===== config.mk =====
export PLATFORM = sky130hd
export DESIGN_NAME = uart_core_param
export DESIGN_NICKNAME = d
export VERILOG_FILES = /design/src/rtl/uart_pkg.sv /design/src/rtl/uart_sync_fifo.sv /design/src/rtl/uart_core_param.sv
export SDC_FILE = /design/constraint.sdc
export NUM_CORES = 1
export LEC_CHECK = 0
export ABC_AREA = 0
export BUFFER_PORTS_ARGS = -buffer_cell sky130_fd_sc_hd__buf_2
export CORE_MARGIN = 2
export CORE_UTILIZATION = 62
export CTS_CLUSTER_SIZE = 20
export DETAILED_ROUTE_END_ITERATION = 10
export PLACE_DENSITY = 0.79
export SYNTH_ARGS = -nofsm -noshare
export SYNTH_HDL_FRONTEND = slang
export SYNTH_SLANG_ARGS = --single-unit

===== constraint.sdc =====
create_clock -name clk -period 2.6 [get_ports clk]
set_input_delay 0.13 -clock clk [delete_from_list [all_inputs] [get_ports clk]]
set_output_delay 0.13 -clock clk [all_outputs]
set_load 0.05 [all_outputs]

===== src/rtl/uart_pkg.sv =====
// Shared UART definitions: parity modes, FSM state encodings and the baud divisor helper.
package uart_pkg;

  localparam int PAR_NONE = 0;
  localparam int PAR_ODD  = 1;
  localparam int PAR_EVEN = 2;

  typedef enum logic [2:0] {TX_IDLE, TX_START, TX_DATA, TX_PARITY, TX_STOP} tx_state_e;
  typedef enum logic [2:0] {RX_IDLE, RX_START, RX_DATA, RX_PARITY, RX_STOP} rx_state_e;

  // Rounded clock cycles per bit; integer math keeps every bit exactly the same length.
  function automatic int bit_div(input int clk_hz, input int baud);
    return (clk_hz + baud / 2) / baud;
  endfunction

endpackage


===== src/rtl/uart_sync_fifo.sv =====
// Single-clock first-word-fall-through FIFO; head word visible the cycle after a push into empty.
// A push into a full FIFO succeeds only alongside a pop, otherwise drop_o flags it combinationally.
module uart_sync_fifo #(
  parameter int WIDTH = 8,
  parameter int DEPTH = 16
) (
  input  logic             clk_i,
  input  logic             rst_i,
  input  logic             push_i,
  input  logic [WIDTH-1:0] wdata_i,
  input  logic             pop_i,
  output logic [WIDTH-1:0] rdata_o,
  output logic             empty_o,
  output logic             drop_o
);

  localparam int AW = $clog2(DEPTH);

  logic [AW:0]      wr_ptr_q;
  logic [AW:0]      rd_ptr_q;
  logic [WIDTH-1:0] mem_q [DEPTH];
  logic             full;
  logic             do_push;
  logic             do_pop;

  // The extra MSB on each pointer separates full from empty when the index bits match.
  assign empty_o = (wr_ptr_q == rd_ptr_q);
  assign full    = (wr_ptr_q[AW] != rd_ptr_q[AW]) && (wr_ptr_q[AW-1:0] == rd_ptr_q[AW-1:0]);
  assign do_pop  = pop_i && !empty_o;
  assign do_push = push_i && (!full || do_pop);
  assign drop_o  = push_i && !do_push;
  assign rdata_o = empty_o ? '0 : mem_q[rd_ptr_q[AW-1:0]];

  always_ff @(posedge clk_i) begin
    if (rst_i) begin
      wr_ptr_q <= '0;
      rd_ptr_q <= '0;
    end else begin
      if (do_push) wr_ptr_q <= wr_ptr_q + (AW+1)'(1);
      if (do_pop)  rd_ptr_q <= rd_ptr_q + (AW+1)'(1);
    end
  end

  always_ff @(posedge clk_i) begin
    if (do_push) mem_q[wr_ptr_q[AW-1:0]] <= wdata_i;
  end

endmodule


===== src/rtl/uart_core_param.sv =====
// Full-duplex UART with configurable framing; tx accepts one word per frame via valid/ready.
// Received words, with their error flags, queue in a FWFT FIFO; words arriving when it is full are dropped.
module uart_core_param
  import uart_pkg::*;
#(
  parameter int CLK_HZ    = 50_000_000,
  parameter int BAUD      = 9600,
  parameter int DATA_BITS = 8,
  parameter int PARITY    = 0,
  parameter int STOP_BITS = 1,
  parameter int RX_DEPTH  = 16
) (
  input  logic                 clk,
  input  logic                 rst,
  input  logic                 rs232_rx,
  output logic                 rs232_tx,
  input  logic                 loopback,
  input  logic [DATA_BITS-1:0] tx_data,
  input  logic                 tx_valid,
  output logic                 tx_ready,
  output logic [DATA_BITS-1:0] rx_data,
  output logic                 rx_frame_err,
  output logic                 rx_parity_err,
  output logic                 rx_valid,
  input  logic                 rx_ready,
  output logic                 rx_overrun
);

  localparam int             BIT_DIV  = bit_div(CLK_HZ, BAUD);
  localparam int             CW       = $clog2(STOP_BITS * BIT_DIV);
  localparam logic [CW-1:0]  DIV_M1   = CW'(BIT_DIV - 1);
  localparam logic [CW-1:0]  HALF_M1  = CW'(BIT_DIV / 2 - 1);
  localparam logic [CW-1:0]  STOP_M1  = CW'(STOP_BITS * BIT_DIV - 1);
  localparam logic [2:0]     LAST_BIT = 3'(DATA_BITS - 1);
  localparam bit             HAS_PAR  = (PARITY != PAR_NONE);

  function automatic logic par_of(input logic [DATA_BITS-1:0] d);
    return (PARITY == PAR_ODD) ? ~^d : ^d;
  endfunction

  tx_state_e            tx_state_q;
  logic [CW-1:0]        tx_cnt_q;
  logic [2:0]           tx_bit_q;
  logic [DATA_BITS-1:0] tx_shift_q;
  logic                 tx_par_q;
  logic                 tx_q;
  logic                 tx_rdy_q;

  rx_state_e            rx_state_q;
  logic [CW-1:0]        rx_cnt_q;
  logic [2:0]           rx_bit_q;
  logic [DATA_BITS-1:0] rx_shift_q;
  logic                 rx_perr_q;
  logic [1:0]           sync_q;
  logic                 rx_prev_q;
  logic                 loop_q;
  logic                 ovr_q;

  logic                 rx_in;
  logic                 rx_s;
  logic                 rx_push;
  logic [DATA_BITS+1:0] rx_wdata;
  logic [DATA_BITS+1:0] rx_rdata;
  logic                 fifo_empty;
  logic                 fifo_drop;

  assign rs232_tx = loop_q | tx_q;
  assign tx_ready = tx_rdy_q;

  always_ff @(posedge clk) begin
    if (rst) begin
      tx_state_q <= TX_IDLE;
      tx_cnt_q   <= '0;
      tx_bit_q   <= '0;
      tx_shift_q <= '0;
      tx_par_q   <= 1'b0;
      tx_q       <= 1'b1;
      tx_rdy_q   <= 1'b1;
    end else begin
      case (tx_state_q)
        TX_IDLE: begin
          if (tx_valid) begin
            tx_shift_q <= tx_data;
            tx_par_q   <= par_of(tx_data);
            tx_rdy_q   <= 1'b0;
            tx_q       <= 1'b0;
            tx_cnt_q   <= '0;
            tx_state_q <= TX_START;
          end
        end
        TX_START: begin
          if (tx_cnt_q == DIV_M1) begin
            tx_cnt_q   <= '0;
            tx_q       <= tx_shift_q[0];
            tx_shift_q <= tx_shift_q >> 1;
            tx_bit_q   <= '0;
            tx_state_q <= TX_DATA;
          end else begin
            tx_cnt_q <= tx_cnt_q + CW'(1);
          end
        end
        TX_DATA: begin
          if (tx_cnt_q == DIV_M1) begin
            tx_cnt_q <= '0;
            if (tx_bit_q == LAST_BIT) begin
              tx_q       <= HAS_PAR ? tx_par_q : 1'b1;
              tx_state_q <= HAS_PAR ? TX_PARITY : TX_STOP;
            end else begin
              tx_q       <= tx_shift_q[0];
              tx_shift_q <= tx_shift_q >> 1;
              tx_bit_q   <= tx_bit_q + 3'd1;
            end
          end else begin
            tx_cnt_q <= tx_cnt_q + CW'(1);
          end
        end
        TX_PARITY: begin
          if (tx_cnt_q == DIV_M1) begin
            tx_cnt_q   <= '0;
            tx_q       <= 1'b1;
            tx_state_q <= TX_STOP;
          end else begin
            tx_cnt_q <= tx_cnt_q + CW'(1);
          end
        end
        TX_STOP: begin
          if (tx_cnt_q == STOP_M1) begin
            tx_cnt_q   <= '0;
            tx_rdy_q   <= 1'b1;
            tx_state_q <= TX_IDLE;
          end else begin
            tx_cnt_q <= tx_cnt_q + CW'(1);
          end
        end
        default: tx_state_q <= TX_IDLE;
      endcase
    end
  end

  // Loopback only changes between frames so neither FSM sees its input switch mid-bit.
  always_ff @(posedge clk) begin
    if (rst) begin
      loop_q <= loopback;
    end else if (tx_state_q == TX_IDLE && rx_state_q == RX_IDLE) begin
      loop_q <= loopback;
    end
  end

  assign rx_in = loop_q ? tx_q : rs232_rx;
  assign rx_s  = sync_q[1];

  always_ff @(posedge clk) begin
    if (rst) begin
      sync_q    <= 2'b11;
      rx_prev_q <= 1'b1;
    end else begin
      sync_q    <= {sync_q[0], rx_in};
      rx_prev_q <= sync_q[1];
    end
  end

  always_ff @(posedge clk) begin
    if (rst) begin
      rx_state_q <= RX_IDLE;
      rx_cnt_q   <= '0;
      rx_bit_q   <= '0;
      rx_shift_q <= '0;
      rx_perr_q  <= 1'b0;
    end else begin
      case (rx_state_q)
        RX_IDLE: begin
          if (rx_prev_q && !rx_s) begin
            rx_cnt_q   <= '0;
            rx_state_q <= RX_START;
          end
        end
        RX_START: begin
          if (rx_cnt_q == HALF_M1) begin
            rx_cnt_q   <= '0;
            rx_bit_q   <= '0;
            rx_state_q <= rx_s ? RX_IDLE : RX_DATA;
          end else begin
            rx_cnt_q <= rx_cnt_q + CW'(1);
          end
        end
        RX_DATA: begin
          if (rx_cnt_q == DIV_M1) begin
            rx_cnt_q   <= '0;
            rx_shift_q <= {rx_s, rx_shift_q[DATA_BITS-1:1]};
            if (rx_bit_q == LAST_BIT) begin
              rx_perr_q  <= 1'b0;
              rx_state_q <= HAS_PAR ? RX_PARITY : RX_STOP;
            end else begin
              rx_bit_q <= rx_bit_q + 3'd1;
            end
          end else begin
            rx_cnt_q <= rx_cnt_q + CW'(1);
          end
        end
        RX_PARITY: begin
          if (rx_cnt_q == DIV_M1) begin
            rx_cnt_q   <= '0;
            rx_perr_q  <= (rx_s != par_of(rx_shift_q));
            rx_state_q <= RX_STOP;
          end else begin
            rx_cnt_q <= rx_cnt_q + CW'(1);
          end
        end
        RX_STOP: begin
          if (rx_cnt_q == DIV_M1) begin
            rx_cnt_q   <= '0;
            rx_state_q <= RX_IDLE;
          end else begin
            rx_cnt_q <= rx_cnt_q + CW'(1);
          end
        end
        default: rx_state_q <= RX_IDLE;
      endcase
    end
  end

  // Every frame is pushed at its stop sample, flagged or not.
  assign rx_push  = (rx_state_q == RX_STOP) && (rx_cnt_q == DIV_M1);
  assign rx_wdata = {rx_perr_q, ~rx_s, rx_shift_q};

  uart_sync_fifo #(
    .WIDTH (DATA_BITS + 2),
    .DEPTH (RX_DEPTH)
  ) u_rx_fifo (
    .clk_i   (clk),
    .rst_i   (rst),
    .push_i  (rx_push),
    .wdata_i (rx_wdata),
    .pop_i   (rx_ready),
    .rdata_o (rx_rdata),
    .empty_o (fifo_empty),
    .drop_o  (fifo_drop)
  );

  always_ff @(posedge clk) begin
    if (rst) ovr_q <= 1'b0;
    else     ovr_q <= fifo_drop;
  end

  assign rx_overrun    = ovr_q;
  assign rx_valid      = !fifo_empty;
  assign rx_data       = rx_rdata[DATA_BITS-1:0];
  assign rx_frame_err  = rx_rdata[DATA_BITS];
  assign rx_parity_err = rx_rdata[DATA_BITS+1];

endmodule

==> impl_metrics.env <==
export IMPL_grt_pass1_vias=6163
export IMPL_ys_top_cells_by_count="161 x edfxtp_1, 75 x dfxtp_1, 51 x nor2_1"
export IMPL_core_area_um2=15900
export IMPL_dr_pass1_iters=5
export IMPL_regToRegEndpoint="u_rx_fifo.mem_q[11][1]$_DFFE_PP_"
export IMPL_dp_slack_ns=0.212
export IMPL_synth_edf_count=161
export IMPL_postCtsSetupBuffers=0
export IMPL_cellLeakagePower_uw=0.00399
export IMPL_min_period_ns=2.71
export IMPL_groute_usage_overall_pct=26.4
export IMPL_synth_ff_latch_count=236
export IMPL_path_max_fanout=5
export IMPL_crit_arrival_ns=2.58
export IMPL_wl_met1_um=8590
export IMPL_synth_area_um2=10100
export IMPL_fillers=982
export IMPL_viasPerCell=6.33
export IMPL_drc_errors=0
export IMPL_critical_path_class="reg2out"
export IMPL_postRouteAntennaNets=0
export IMPL_cts_root_buf="clkbuf_16"
export IMPL_post_synth_num_cell_types=70
export IMPL_vias=6201
export IMPL_gr_total_overflow=0
export IMPL_ys_warn_count=0
export IMPL_gp_congestion=0.849
export IMPL_reg2reg_depth=5
export IMPL_tns_ns=-0.722
export IMPL_drv_cap=0
export IMPL_status="complete, but fails checks"
export IMPL_reg2reg_setup_slack_ns=0.16
export IMPL_worstReg2RegStart="rx_cnt_q[0]$_SDFFE_PP0P_"
export IMPL_synth_cells=686
export IMPL_placed_cell_area_um2=10600
export IMPL_ir_drop_mv=0.492
export IMPL_hold_viol=0
export IMPL_multi_input_comb_area_um2=3550
export IMPL_place_hpwl_um=13200
export IMPL_finalSetupViolations=10
export IMPL_clk_pin_slew_ns=0.06
export IMPL_crit_end="rx_data[0]"
export IMPL_die_w_um=132
export IMPL_wl_per_cell_um=23.5
export IMPL_io_pins=28
export IMPL_drive_above_1_share_pct=22.0
export IMPL_syn_area_per_cell_um2=14.8
export IMPL_start_util_pct=63.6
export IMPL_yosysSeqAreaShare_pct=62.5
export IMPL_yosys_most_used_dff="edfxtp_1"
export IMPL_cellPowerDensity_nw_per_um2=670
export IMPL_wl_met2_um=12100
export IMPL_max_freq_mhz=369
export IMPL_design_area_um2=11600
export IMPL_crit_path_start_kind="register"
export IMPL_cp_end_kind="output pin"
export IMPL_wl_met3_um=1630
export IMPL_slew_headroom_pct=46.9
export IMPL_die_y_um=132
export IMPL_htreeDepth=1
export IMPL_min_from="rst"
export IMPL_rsz0062_at_grt="true"
export IMPL_worstPathRequired_ns=2.47
export IMPL_hp_class="in2reg"
export IMPL_final_max_slew_viol_count=0
export IMPL_worst_slew_pin_slew_ns=0.777
export IMPL_synth_top_area_share_pct=47.7
export IMPL_area_growth_pct=14.4
export IMPL_fin_skew_ns=0.0157
export IMPL_cts_tree="yes"
export IMPL_die_area_um2=17400
export IMPL_synth_top_cell_by_area="edfxtp_1"
export IMPL_violations="setup timing"
export IMPL_synth_most_common_cell="edfxtp_1"
export IMPL_cts_buffer_depth=3
export IMPL_clock_latency_ns=0.51
export IMPL_nNetsFinal=772
export IMPL_first_iter_violations=523
export IMPL_cts_buffers=23
export IMPL_grt_max_degree=41
export IMPL_rows=46
export IMPL_synth_area_leaders="edfxtp_1 48%, dfxtp_1 15%, mux4_2 8.7%"
export IMPL_antenna_cells=0
export IMPL_totalWireLength_um=23000
export IMPL_numPortBuffers=27
export IMPL_setup_slack_ns=-0.107
export IMPL_cts_sinks=236
export IMPL_synthArstFlopShare_pct=0
export IMPL_post_route_period_util_pct=104
export IMPL_highest_layer="met4"
export IMPL_antenna_found_initial=0
export IMPL_power_uw=7770
export IMPL_synth_fp_nets=711
export IMPL_final_seq_area_um2=6340
export IMPL_grt_pass1_wl_um=35000
[cell type report]
| class | instances | share of cell area, % |
|---|---|---|
| timing repair buffer | 66 | 5.31 |
| inverter | 13 | 0.421 |
| clock buffer | 33 | 5.55 |
| multi-input combinational | 407 | 30.6 |
| sequential | 236 | 54.7 |
| tap | 216 | 2.33 |
| clock inverter | 9 | 1.06 |
[per-stage QoR]
step	hold slack (ns)	instances	utilization [%]
final	0.0616	980	72.7
after floorplan	0.229	686	-
after global routing	0.0819	980	72.7
after global placement	0.314	924	66.3
after CTS	0.0477	978	72.4
after detailed placement	0.328	924	66.3
[logic make-up after synthesis]
family | count (synthesis) | synth area share (%)
buffers and inverters | 43 | 2.27
AO/OA/AOI/OAI | 82 | 5.68
XOR/XNOR | 33 | 2.85
adder cells (fa/ha/maj) | 11 | 1.36
AND/OR/NAND/NOR | 218 | 12.5
flip-flops | 236 | 62.5
multiplexers | 63 | 12.8
[what timing repair did]
item                       4_1_cts  5_1_grt
hold endpoints to repair        10        0
hold buffers                    10        0
gates resized for setup         27        2
setup endpoints to repair       10       11
cloned                           2        2
[power by group]
group	total, uW	switching (uW)	internal [uW]
combinational	357	229	129
clock	3370	1350	2020
sequential	4040	45.4	4000
[sequential cells by signal (all words and copies together) (netlist names), named ones only]
name and flops:
rx_overrun 1, u_rx_fifo.wr_ptr_q 5, rx_state_q 3, rx_bit_q 3, tx_shift_q 8, tx_q 1, sync_q 2, u_rx_fifo.rd_ptr_q 5
rx_prev_q 1, rx_perr_q 1, tx_state_q 3, u_rx_fifo.mem_q 160, rx_cnt_q 13, rx_shift_q 8, tx_cnt_q 13, loop_q 1
tx_ready 1, tx_bit_q 3
[routing by layer]
layer  up-vias  global-route usage, %
met5         -                      0
met4         0                   11.0
met3        54                   4.84
met2       301                   46.0
met1      3092                   32.7
li1       2754                      -
[how the worst min path moves through the flow]
stage	to	slack, ns	cells after the start
floorplan	loop_q$_DFFE_PP_	0.23	0
global placement	loop_q$_DFFE_PP_	0.31	1
detailed placement	loop_q$_DFFE_PP_	0.33	1
CTS	tx_bit_q[2]$_SDFFE_PP0P_	0.05	3
global route	tx_state_q[0]$_SDFFE_PP0P_	0.08	3
finish	tx_bit_q[2]$_SDFFE_PP0P_	0.06	3
[placed cells by master (no fill, tap or decap), types with 9 or more instances in the layout]
cell,netlist,layout
mux4_2,39,44
a211oi_1,13,13
nand3_1,14,14
inv_1,12,12
and3_1,19,19
xor2_1,11,11
dfxtp_1,75,74
dlygate4sd3_1,0,10
nand2b_1,9,9
buf_6,4,10
edfxtp_1,161,161
nor2_1,51,51
buf_4,0,23
clkbuf_16,0,25
xnor2_1,22,22
nand4_1,9,9
ha_1,11,11
mux2i_1,13,13
a21oi_1,23,23
nor2b_4,9,9
buf_2,9,17
nand2_1,50,50
[worst max-delay path, stage by stage, from the launching register on]
cell and delay, ns:
dfxtp_4 0.47, buf_12 0.16, mux4_2 0.57, mux4_2 0.55, nor2b_4 0.16, buf_6 0.16
No activity file was read; power rests on OpenSTA's default activity.
